==> config.mk <==
export PLATFORM = sky130hd
export DESIGN_NAME = seg_scan_ctrl
export DESIGN_NICKNAME = d
export VERILOG_FILES = /design/src/rtl/seg_scan_pkg.sv /design/src/rtl/seg_scan_pwm.sv /design/src/rtl/seg_scan_ctrl.sv
export SDC_FILE = /design/constraint.sdc
export NUM_CORES = 1
export LEC_CHECK = 0
export ABC_AREA = 1
export BUFFER_PORTS_ARGS = -buffer_cell sky130_fd_sc_hd__buf_2
export CAP_MARGIN = 5
export CORE_MARGIN = 4
export CORE_UTILIZATION = 50
export DETAILED_ROUTE_END_ITERATION = 7
export GPL_ROUTABILITY_DRIVEN = 0
export HOLD_SLACK_MARGIN = 0.03
export PLACE_DENSITY = 0.78
export SLEW_MARGIN = 10
export SYNTH_ARGS = -nofsm -noshare
export SYNTH_HDL_FRONTEND = slang
export SYNTH_SLANG_ARGS = --single-unit
==> constraint.sdc <==
create_clock -name clk -period 1.8 [get_ports clk]
set_input_delay 0.36 -clock clk [delete_from_list [all_inputs] [get_ports clk]]
set_output_delay 0.36 -clock clk [all_outputs]
set_load 0.03 [all_outputs]
==> src/rtl/seg_scan_pkg.sv <==
// rtl/seg_scan_pkg.sv - shared types, blanking constants and round-robin digit search for seg_scan_ctrl.
package seg_scan_pkg;

  typedef enum logic [1:0] {IDLE, BLANK, ON} state_t;

  localparam logic [3:0] ANODE_OFF = 4'hF;
  localparam logic [7:0] SEG_OFF   = 8'hFF;

  typedef struct packed {
    logic       found;
    logic [1:0] idx;
    logic       wrapped;
  } sel_t;

  // Searches cur_idx+1 .. cur_idx+4; landing on or past index 4 means the frame wrapped,
  // which also covers returning to a single enabled digit.
  function automatic sel_t next_enabled(input logic [1:0] cur_idx, input logic [3:0] digit_en);
    sel_t       r;
    logic [2:0] pos;
    r = '0;
    for (int off = 4; off >= 1; off--) begin
      pos = {1'b0, cur_idx} + 3'(off);
      if (digit_en[pos[1:0]]) begin
        r.found   = 1'b1;
        r.idx     = pos[1:0];
        r.wrapped = pos[2];
      end
    end
    return r;
  endfunction

endpackage

==> src/rtl/seg_scan_pwm.sv <==
// rtl/seg_scan_pwm.sv - eight-slot dimming gate for one ON period; brightness captured at ON entry.
module seg_scan_pwm #(
  parameter int DWELL_CYCLES = 100000,
  parameter int CNT_W        = 17
) (
  input  logic       clk,
  input  logic       rst,
  input  logic       start,
  input  logic       active,
  input  logic [2:0] brightness,
  output logic       gate
);

  localparam int SLOT_CYCLES = DWELL_CYCLES / 8;

  logic [CNT_W-1:0] sub;
  logic [2:0]       slot;
  logic [2:0]       level;

  always_ff @(posedge clk) begin
    if (rst) begin
      sub   <= '0;
      slot  <= '0;
      level <= 3'd7;
    end else if (start) begin
      sub   <= '0;
      slot  <= '0;
      level <= brightness;
    end else if (active) begin
      if (sub == CNT_W'(SLOT_CYCLES - 1)) begin
        sub  <= '0;
        slot <= slot + 3'd1;
      end else begin
        sub <= sub + 1'b1;
      end
    end
  end

  assign gate = active && (slot <= level);

endmodule

==> src/rtl/seg_scan_ctrl.sv <==
// rtl/seg_scan_ctrl.sv - 4-digit seven-segment scan controller with blanking and digit skipping.
// Optional PWM dimming under SEG_SCAN_PWM_EN.
module seg_scan_ctrl
  import seg_scan_pkg::*;
#(
  parameter int DWELL_CYCLES = 100000,
  parameter int BLANK_CYCLES = 1000,
  parameter int CNT_W        = 17
) (
  input  logic       clk,
  input  logic       rst,
  input  logic [7:0] seg_in_0,
  input  logic [7:0] seg_in_1,
  input  logic [7:0] seg_in_2,
  input  logic [7:0] seg_in_3,
  input  logic [3:0] digit_en,
  input  logic [2:0] brightness,
  output logic [7:0] seg_out,
  output logic [3:0] anode,
  output logic [1:0] digit_idx,
  output logic       frame_done
);

  state_t           state, state_nx;
  logic [CNT_W-1:0] cnt, cnt_nx;
  logic [1:0]       idx, idx_nx;
  logic             first, first_nx;
  logic             fd_q, fd_nx;
  logic [7:0]       pat, pat_nx;
  logic [7:0]       seg_sel;
  logic             on_entry;
  logic             do_sel;
  logic             gate;
  sel_t             sel;

  always_comb begin
    case (idx)
      2'd0:    seg_sel = seg_in_0;
      2'd1:    seg_sel = seg_in_1;
      2'd2:    seg_sel = seg_in_2;
      default: seg_sel = seg_in_3;
    endcase
  end

  assign sel = next_enabled(idx, digit_en);

  always_comb begin
    state_nx = state;
    cnt_nx   = cnt + 1'b1;
    idx_nx   = idx;
    first_nx = first;
    fd_nx    = 1'b0;
    pat_nx   = pat;
    on_entry = 1'b0;
    do_sel   = 1'b0;
    case (state)
      IDLE: do_sel = 1'b1;
      BLANK: begin
        if (cnt == CNT_W'(BLANK_CYCLES - 1)) begin
          first_nx = 1'b0;
          // Only the post-reset visit can land on a disabled digit; reselect instead of lighting it.
          if (first && !digit_en[idx]) begin
            do_sel = 1'b1;
          end else begin
            state_nx = ON;
            cnt_nx   = '0;
            pat_nx   = seg_sel;
            on_entry = 1'b1;
          end
        end
      end
      ON: begin
        if (cnt == CNT_W'(DWELL_CYCLES - 1)) do_sel = 1'b1;
      end
      default: state_nx = BLANK;
    endcase
    if (do_sel) begin
      cnt_nx = '0;
      if (sel.found) begin
        state_nx = BLANK;
        idx_nx   = sel.idx;
        fd_nx    = sel.wrapped;
      end else begin
        state_nx = IDLE;
      end
    end
  end

`ifdef SEG_SCAN_PWM_EN
  seg_scan_pwm #(
    .DWELL_CYCLES(DWELL_CYCLES),
    .CNT_W       (CNT_W)
  ) u_pwm (
    .clk       (clk),
    .rst       (rst),
    .start     (on_entry),
    .active    (state == ON),
    .brightness(brightness),
    .gate      (gate)
  );
`else
  logic unused_brightness;
  assign unused_brightness = ^{brightness, on_entry};
  assign gate = 1'b1;
`endif

  always_ff @(posedge clk) begin
    if (rst) begin
      state      <= BLANK;
      cnt        <= '0;
      idx        <= 2'd0;
      first      <= 1'b1;
      fd_q       <= 1'b0;
      pat        <= SEG_OFF;
      seg_out    <= SEG_OFF;
      anode      <= ANODE_OFF;
      digit_idx  <= 2'd0;
      frame_done <= 1'b0;
    end else begin
      state      <= state_nx;
      cnt        <= cnt_nx;
      idx        <= idx_nx;
      first      <= first_nx;
      fd_q       <= fd_nx;
      pat        <= pat_nx;
      seg_out    <= (state == ON) ? pat : SEG_OFF;
      anode      <= (state == ON && gate) ? ~(4'b0001 << idx) : ANODE_OFF;
      digit_idx  <= idx;
      frame_done <= fd_q;
    end
  end

endmodule

Yosys cells after proc, flatten, opt, wreduce, memory -nomap -nowiden --
Cells that the tools add are included.
Operators by class: add/sub/neg operators 5, $lt $le $gt $ge 5, equal/unequal tests 9, shift operators 1, muxes and demuxes 27, bitwise logic cells 5, reduce and logical (&&, ||, !) cells 12
Operators with widths (count):
- $mux 17 | 3
- $pmux 8 s3 | 1
- $add 17x1->17 const B | 1
- $eq 17x10->1 const B | 1
- $eq 17x17->1 const B | 1
- $mux 4 | 4
- $lt 2x3->1 const B | 5
- $bmux 1 s2 | 5
- $mux 1 | 9
- $add 2x2->3 const B | 2
- $mux 2 | 3
- $ne 3x3->1 const B | 2
- $reduce_and 3->1 | 2
- $reduce_or 2->1 | 3
- $eq 2x1->1 const B | 2
- $eq 2x2->1 const B | 2
- $logic_not 2->1 | 2
- $not 1->1 | 4
- $not 4->4 | 1
- $pmux 2 s2 | 1
- $reduce_and 2->1 | 2
- $shl 1x2->4 const A | 1
- $add 2x1->3 const B | 1
- $add 2x3->3 const B | 1
- 5 further kinds | 5
Word-level totals: flip-flop bits (word level) 46, output and inout port bits 15

Longest topological paths before layout --
Gate-level depths: netlist of the first run.
depth after elaboration 9, mapped depth 13

Worst setup path after synthesis of the first run --
Ideal clock, no wire load.
path kind reg-to-reg, start register cnt[0], end register cnt[14], setup time 0.120 ns, arrival time 1.497 ns, slack 0.183 ns, cell stages (with the launch flop) 10, period minus slack after synthesis 1.617 ns, cells stage by stage dfxtp_1 > ha_1 > nand2_1 > nor2_4 > nand2_2 > nor2_2 > nand3_1 > nor2_1 > xor2_1 > nor2_4
On the way: word-level cells in the longest chain between the ends 4
Ends and longest elaborated chain:
- from (decl) | line seg_scan_ctrl.sv:25 | logic [CNT_W-1:0] cnt, cnt_nx;
- from (signal assigned) | line seg_scan_ctrl.sv:121 | cnt <= cnt_nx;
- $add 17x1->17, or another cell as far along | line seg_scan_ctrl.sv:49 | cnt_nx = cnt + 1'b1;
- $mux 17, or another cell as far along | line seg_scan_ctrl.sv:62 | if (first && !digit_en[idx]) begin
- $mux 17 or $pmux 1 s3 (tied branches) | line seg_scan_ctrl.sv:59, seg_scan_ctrl.sv:56
- $mux 17 or $reduce_or 2->1 (tied branches)
Several ways; a longest one is shown, not always the timed one. A chain may end at the register's enable or synchronous reset.

Worst setup path after layout of the first run --
start register cnt[0], end register cnt[13]
Same word-level chain as after synthesis.

==> results of run 1 <==
==> routing by layer <==
metal / up-vias / routed length, um
met2: 42 / 2530
met5: - / 0
met3: 12 / 196
li1: 1128 / -
met4: 0 / 121
met1: 987 / 2180
==> layout make-up <==
| class | count | area share [%] |
|---|---|---|
| multi-input cells | 230 | 45.0 |
| flip-flops and latches | 46 | 31.6 |
| repair buffers | 59 | 11.5 |
| inverters | 40 | 5.13 |
| well taps | 67 | 2.87 |
| clock buffers | 5 | 2.35 |
| clock inverters | 3 | 1.50 |
==> sequential cells by signal, summed over array words and instances, names as in the netlist <==
signal / flops
anode: 4
cnt: 17
digit_idx: 2
fd_q: 1
first: 1
frame_done: 1
idx: 2
pat: 8
seg_out: 8
state: 2
==> cells in the mapped netlist (2+ instances only) <==
cell type  number
clkbuf_1        5
nor2_1         33
o21ai_0        12
o21ai_1         3
nand2_4         8
ha_1            5
mux2i_1         8
nor2_2          4
nand3_1        20
a21oi_1        10
nor4_1          2
nor2_4         13
nand2_1        80
inv_2           4
nand2_2         6
nor3_1          6
xor2_1          6
dfxtp_1        46
xnor2_1         3
inv_1          36
nand4_1         4
==> cells in the final DEF (no fill, tap or decap), drive strengths merged, types with 3 or more instances in the layout <==
cell and instances:
buf 59, inv 41, nand4 4, nor2 50, xor2 6, xnor2 3, dfxtp 46, nand2 94
mux2i 8, a21oi 10, nand3 21, o21ai 15, clkbuf 5, nor3 7, ha 5
==> power by group <==
part	leakage [uW]	internal, uW	total [uW]	switching, uW
clock	0.0000585	416	772	356
sequential	0.000373	1020	1020	4.06
combinational	0.000875	69.3	145	75.6
total	0.00131	1510	1940	436
==> worst max-delay path, stage by stage, from the launching register on <==
cell and delay, ns:
dfxtp_1 0.35, ha_2 0.21, nand2_1 0.13, nor4_1 0.35, nand4_1 0.25, nand2_4 0.16
buf_12 0.15, nor2_1 0.05
==> metrics by stage <==
step	worst slack (ns)	total power (uW)	cells	area (um2)	hold WS, ns
6_report	0.0505	1940	450	2930	0.334
5_1_grt	-0.0474	2020	450	2930	0.348
4_1_cts	0.0207	1970	450	2900	0.331
3_5_place_dp	0.0611	1190	442	2790	0.405
3_3_place_gp	0.0991	1190	442	2790	0.394
2_1_floorplan	0.183	1130	325	2420	0.388
==> worst max-delay path by stage <==
| stage | startpoint | end | slack, ns |
|---|---|---|---|
| CTS | idx[0] | idx[0] | 0.02 |
| finish | cnt[0] | cnt[13] | 0.05 |
| floorplan | cnt[0] | cnt[14] | 0.18 |
| detailed placement | idx[0] | idx[0] | 0.06 |
| global placement | idx[0] | idx[0] | 0.1 |
| global route | cnt[1] | cnt[4] | -0.05 |
==> kinds of logic after synthesis <==
family	synth area share, %
buffers and inverters	8.62
DFF	38.0
xor gates and xnor gates	3.25
adders and majority gates	2.58
AOI/OAI and AO/OA	6.40
and+or+nand+nor	37.8
muxes	3.30
==> results.ini, run 1 <==
[run_status]
outcome=completed

[grt]
grtUsageMet3_pct=3.94
track_usage_pct=18.0
grt_start_max_net_pins=17
grt_pass1_vias=2103
top_usage_layer=met2
overflow=0
use_met1_pct=21.0
antenna_found_initial=0
grtUsageMet2_pct=31.3
grt_first_pass_wirelength_um=8800

[power_and_ir_drop]
peakVddDrop_uv=398
power.leakage_uw=0.00131
power_density_nw_per_um2=664

[critical_path]
path_class=reg2reg
startpoint_type=flip-flop
worstPathRequired_ns=2.01
critical_path.endpoint_type=flip-flop
worstPathArrival_ns=1.96
rr_startpoint=cnt[0]
critPathMaxFanout=10
r2r_slack_ns=0.05
r2r_cells=7
r2r_end=cnt[13]

[cts]
clock_latency_ns=0.30
cts_hold_buf=0
cts_resized=0
clockBufferDepth=2
htree_levels=2
cts_setup_buffers=0
cts_tree=done
cts_made_buffers=5
root_buffer=clkbuf_8
cts_sinks=46
path_clk_slew_ns=0.09

[detailed_routing]
vias=2169
routedWlPerCell_um=11.2
ant_nets=0
firstDrtPassIters=4
drt-total-wl_um=5030
drc=0
drt-vias-per-instance=4.82
drtIter0Drc=97

[sta]
fin_crit_sh_pct=97.2
clock_skew_ns=0.00781
period_needed_ns=1.75
worst_pin_slew_ns=0.386
fmax_mhz=572
final-hold-violation-count=0
setup_viol=0
relSlewSlack_pct=74.3
finalMaxSlewViolations=0
finalSetupTns_ns=0

[hold_path]
hold_end=pat[0]
min_path_cells=3
hold_start=seg_in_3[0]
hp-class=in2reg

[die]
die_h_um=77.6
start_util_pct=51.3
die_w_um=77.6
die-area_um2=6020
pin_count=56
rows=25
core_area_um2=4720

[cells_and_area]
regArea_um2=925
area_growth_pct=20.7
antenna_cells=0
postLayoutCoreUtil_pct=61.9
fillers=425
nets=428
drive_above_1_share_pct=28.2
multi_input_area_um2=1320

[synth]
syn_avg_cell_area_um2=7.46
synth_area_um2=2420
ys_seq_area_share_pct=38.0
yosys-top-cells-area=dfxtp_1 38%, nand2_1 12%, nor2_4 6.0%, inv_1 5.6%, nor2_1 5.1%
syn_nets=371
synth_seq_cells=46
yosysWarnings=0
synthFlopType=dfxtp_1
yosysUniqueCellTypes=32
synthCells=325
yosys.area.top_type=dfxtp_1
synth_top_area_share_pct=38.0
ys_async_sr_fraction_pct=0
synth_edf_count=0

[flow_run]
cap_violations=0

[placed_design]
dp_hpwl_um=3870
place.port_buffers=52

Power figures use the tool's default switching activity.
==> run 2, diff against run 1 <==
- CORE_ASPECT_RATIO: default -> 1.75
- GPL_TIMING_DRIVEN: default -> 1
- PLACE_DENSITY: 0.78 -> default
- PLACE_DENSITY_LB_ADDON: default -> 0.12
==> run 2 against run 1 <==
Net effect: critical endpoint is now cnt[4]; via count fell by 1.8%; die area rose by 0.73%; largest power group unchanged; first-iteration DRC count fell by 67%.
==> results.ini, run 2 (synthesis gave the netlist of run 1 again) <==
[run_status]
outcome=completed  ; unchanged

[cells_and_area]
fillers=448  ; was 425
drive_above_1_share_pct=30.0  ; was 28.2%
final_common_cell=nand2_1  ; unchanged
largest_register_ffs=17  ; unchanged
area_growth_pct=21.1  ; was 20.7%
final_cell_mix=79 x nand2_1, 52 x buf_2, 45 x dfxtp_1  ; was 80 x nand2_1, 52 x buf_2, 45 x dfxtp_1
antenna_cells=0  ; unchanged
largest_register=cnt  ; unchanged
nets=432  ; was 428
reg_top3=cnt x17, pat x8, seg_out x8  ; unchanged

[sta]
relSlewSlack_pct=65.3  ; was 74.3%
final-hold-violation-count=0  ; unchanged
clock_skew_ns=0.00312  ; was 0.00781 ns
finalSetupTns_ns=0  ; unchanged
finalMaxSlewViolations=0  ; unchanged
worst_pin_slew_ns=0.520  ; was 0.386 ns
setup_viol=0  ; unchanged
rsz0062_at_grt=no
fin_crit_sh_pct=89.7  ; was 97.2%
fmax_mhz=619  ; was 572 MHz
holdWs_ns=0.331  ; was 0.334 ns
period_needed_ns=1.62  ; was 1.75 ns

[detailed_routing]
met3WireLength_um=243  ; was 196 um
firstDrtPassIters=4  ; unchanged
drc=0  ; unchanged
drt-met1-wl_um=1860  ; was 2180 um
ant_nets=0  ; unchanged
drtIter0Drc=32  ; was 97
vias=2131  ; was 2169
routedWlPerCell_um=11.2  ; about the same
drt-total-wl_um=4910  ; was 5030 um
routed-wl-met2_um=2670  ; was 2530 um
dr.max_layer_used=met4  ; unchanged
drt-vias-per-instance=4.85  ; was 4.82

[critical_path]
worstPathArrival_ns=1.80  ; was 1.96 ns
worstPathRequired_ns=1.99  ; was 2.01 ns
rr_startpoint=cnt[0]  ; unchanged
r2r_cells=11  ; was 7
r2r_slack_ns=0.18  ; was 0.05 ns
r2r_end=cnt[4]  ; was cnt[13]
critPathMaxFanout=8  ; was 10
startpoint=cnt[0]  ; unchanged
path_class=reg2reg  ; unchanged
critical_path.endpoint_type=flip-flop  ; unchanged
startpoint_type=flip-flop  ; unchanged

[die]
die_w_um=60.6  ; was 77.6 um
core_area_um2=4710  ; was 4720 um2
start_util_pct=51.5  ; was 51.3%
die_h_um=100  ; was 77.6 um
pin_count=56  ; unchanged
die-area_um2=6070  ; was 6020 um2
rows=33  ; was 25

[hold_path]
hp-class=in2reg  ; unchanged
hold_end=pat[7]  ; was pat[0]
min_path_cells=3  ; unchanged
hold_start=seg_in_3[7]  ; was seg_in_3[0]

[cts]
path_clk_slew_ns=0.08  ; was 0.09 ns
cts_tree=done  ; unchanged
htree_levels=2  ; unchanged
clockBufferDepth=2  ; unchanged
cts_made_buffers=5  ; unchanged
clock_latency_ns=0.29  ; was 0.30 ns
root_buffer=clkbuf_8  ; unchanged
cts_sinks=46  ; unchanged

[grt]
grt_first_pass_wirelength_um=8360  ; was 8800 um
antenna_found_initial=0  ; unchanged
track_usage_pct=17.7  ; was 18.0%
grt_pass1_vias=2028  ; was 2103
grt_start_max_net_pins=17  ; unchanged
overflow=0  ; unchanged

[placed_design]
dp_hpwl_um=4060  ; was 3870 um
place.port_buffers=52  ; unchanged

[power_and_ir_drop]
power.leakage_uw=0.00131  ; about the same
peakVddDrop_uv=575  ; was 398 uV
power_density_nw_per_um2=618  ; was 664 nW/um2

[flow_run]
cap_violations=0  ; unchanged

[run 2: repair_timing]
item,in CTS,in global routing
endpoints found under the setup margin,0,4
setup buffers,0,0
hold buffers,0,0
resized for setup,0,9
[run 2: metal layers]
metal	vias to the layer above	track usage, %
met2	51	33.1
met5	-	0
met4	0	8.51
met3	9	2.96
li1	1143	-
met1	928	18.0
[run 2: critical path, stage by stage (launching register included)]
cell and delay, ns:
dfxtp_1 0.34, ha_2 0.21, nand4_1 0.10, nor2_1 0.12, nand2_2 0.10, nor2_4 0.15
nand2_4 0.06, nand2_4 0.09, nor2_4 0.05, nand2_4 0.09, buf_12 0.15, nor3_1 0.05
[run 2: where the power goes]
part | internal (uW) | switching, uW | total (uW)
Clock | 309 | 335 | 644
Sequential | 1020 | 4.22 | 1030
Combinational | 69.6 | 75.4 | 145
Total | 1400 | 415 | 1820
[run 2: area by class of cell]
type / instances / area, um2 / area share [%]
clock inverters: 2 / 12.5 / 0.426
well taps: 52 / 65.1 / 2.22
repair buffers: 63 / 368 / 12.5
flip-flops and latches: 46 / 922 / 31.4
clock buffers: 6 / 82.6 / 2.81
multi-input cells: 230 / 1340 / 45.5
inverters: 40 / 150 / 5.12
[run 2: how the worst max path moves through the flow]
stage                     endpoint  slack, ns  cells after the start
after detailed placement   cnt[14]       0.10                      9
after global placement     cnt[14]       0.14                      9
after global routing        idx[0]      0.002                     11
after floorplan            cnt[14]       0.18                      9
after CTS                  cnt[14]       0.09                      9
final                       cnt[4]       0.18                     11
[run 2: metrics by stage]
step	power [uW]	setup slack [ns]	area (um2)	cells	util, %
6_report	1820	0.185	2940	439	62.4
5_1_grt	1900	0.00217	2940	439	62.4
4_1_cts	1830	0.0878	2890	439	61.5
3_5_place_dp	1190	0.104	2800	431	59.4
3_3_place_gp	1190	0.138	2800	431	59.4
2_1_floorplan	1130	0.183	2420	325	-
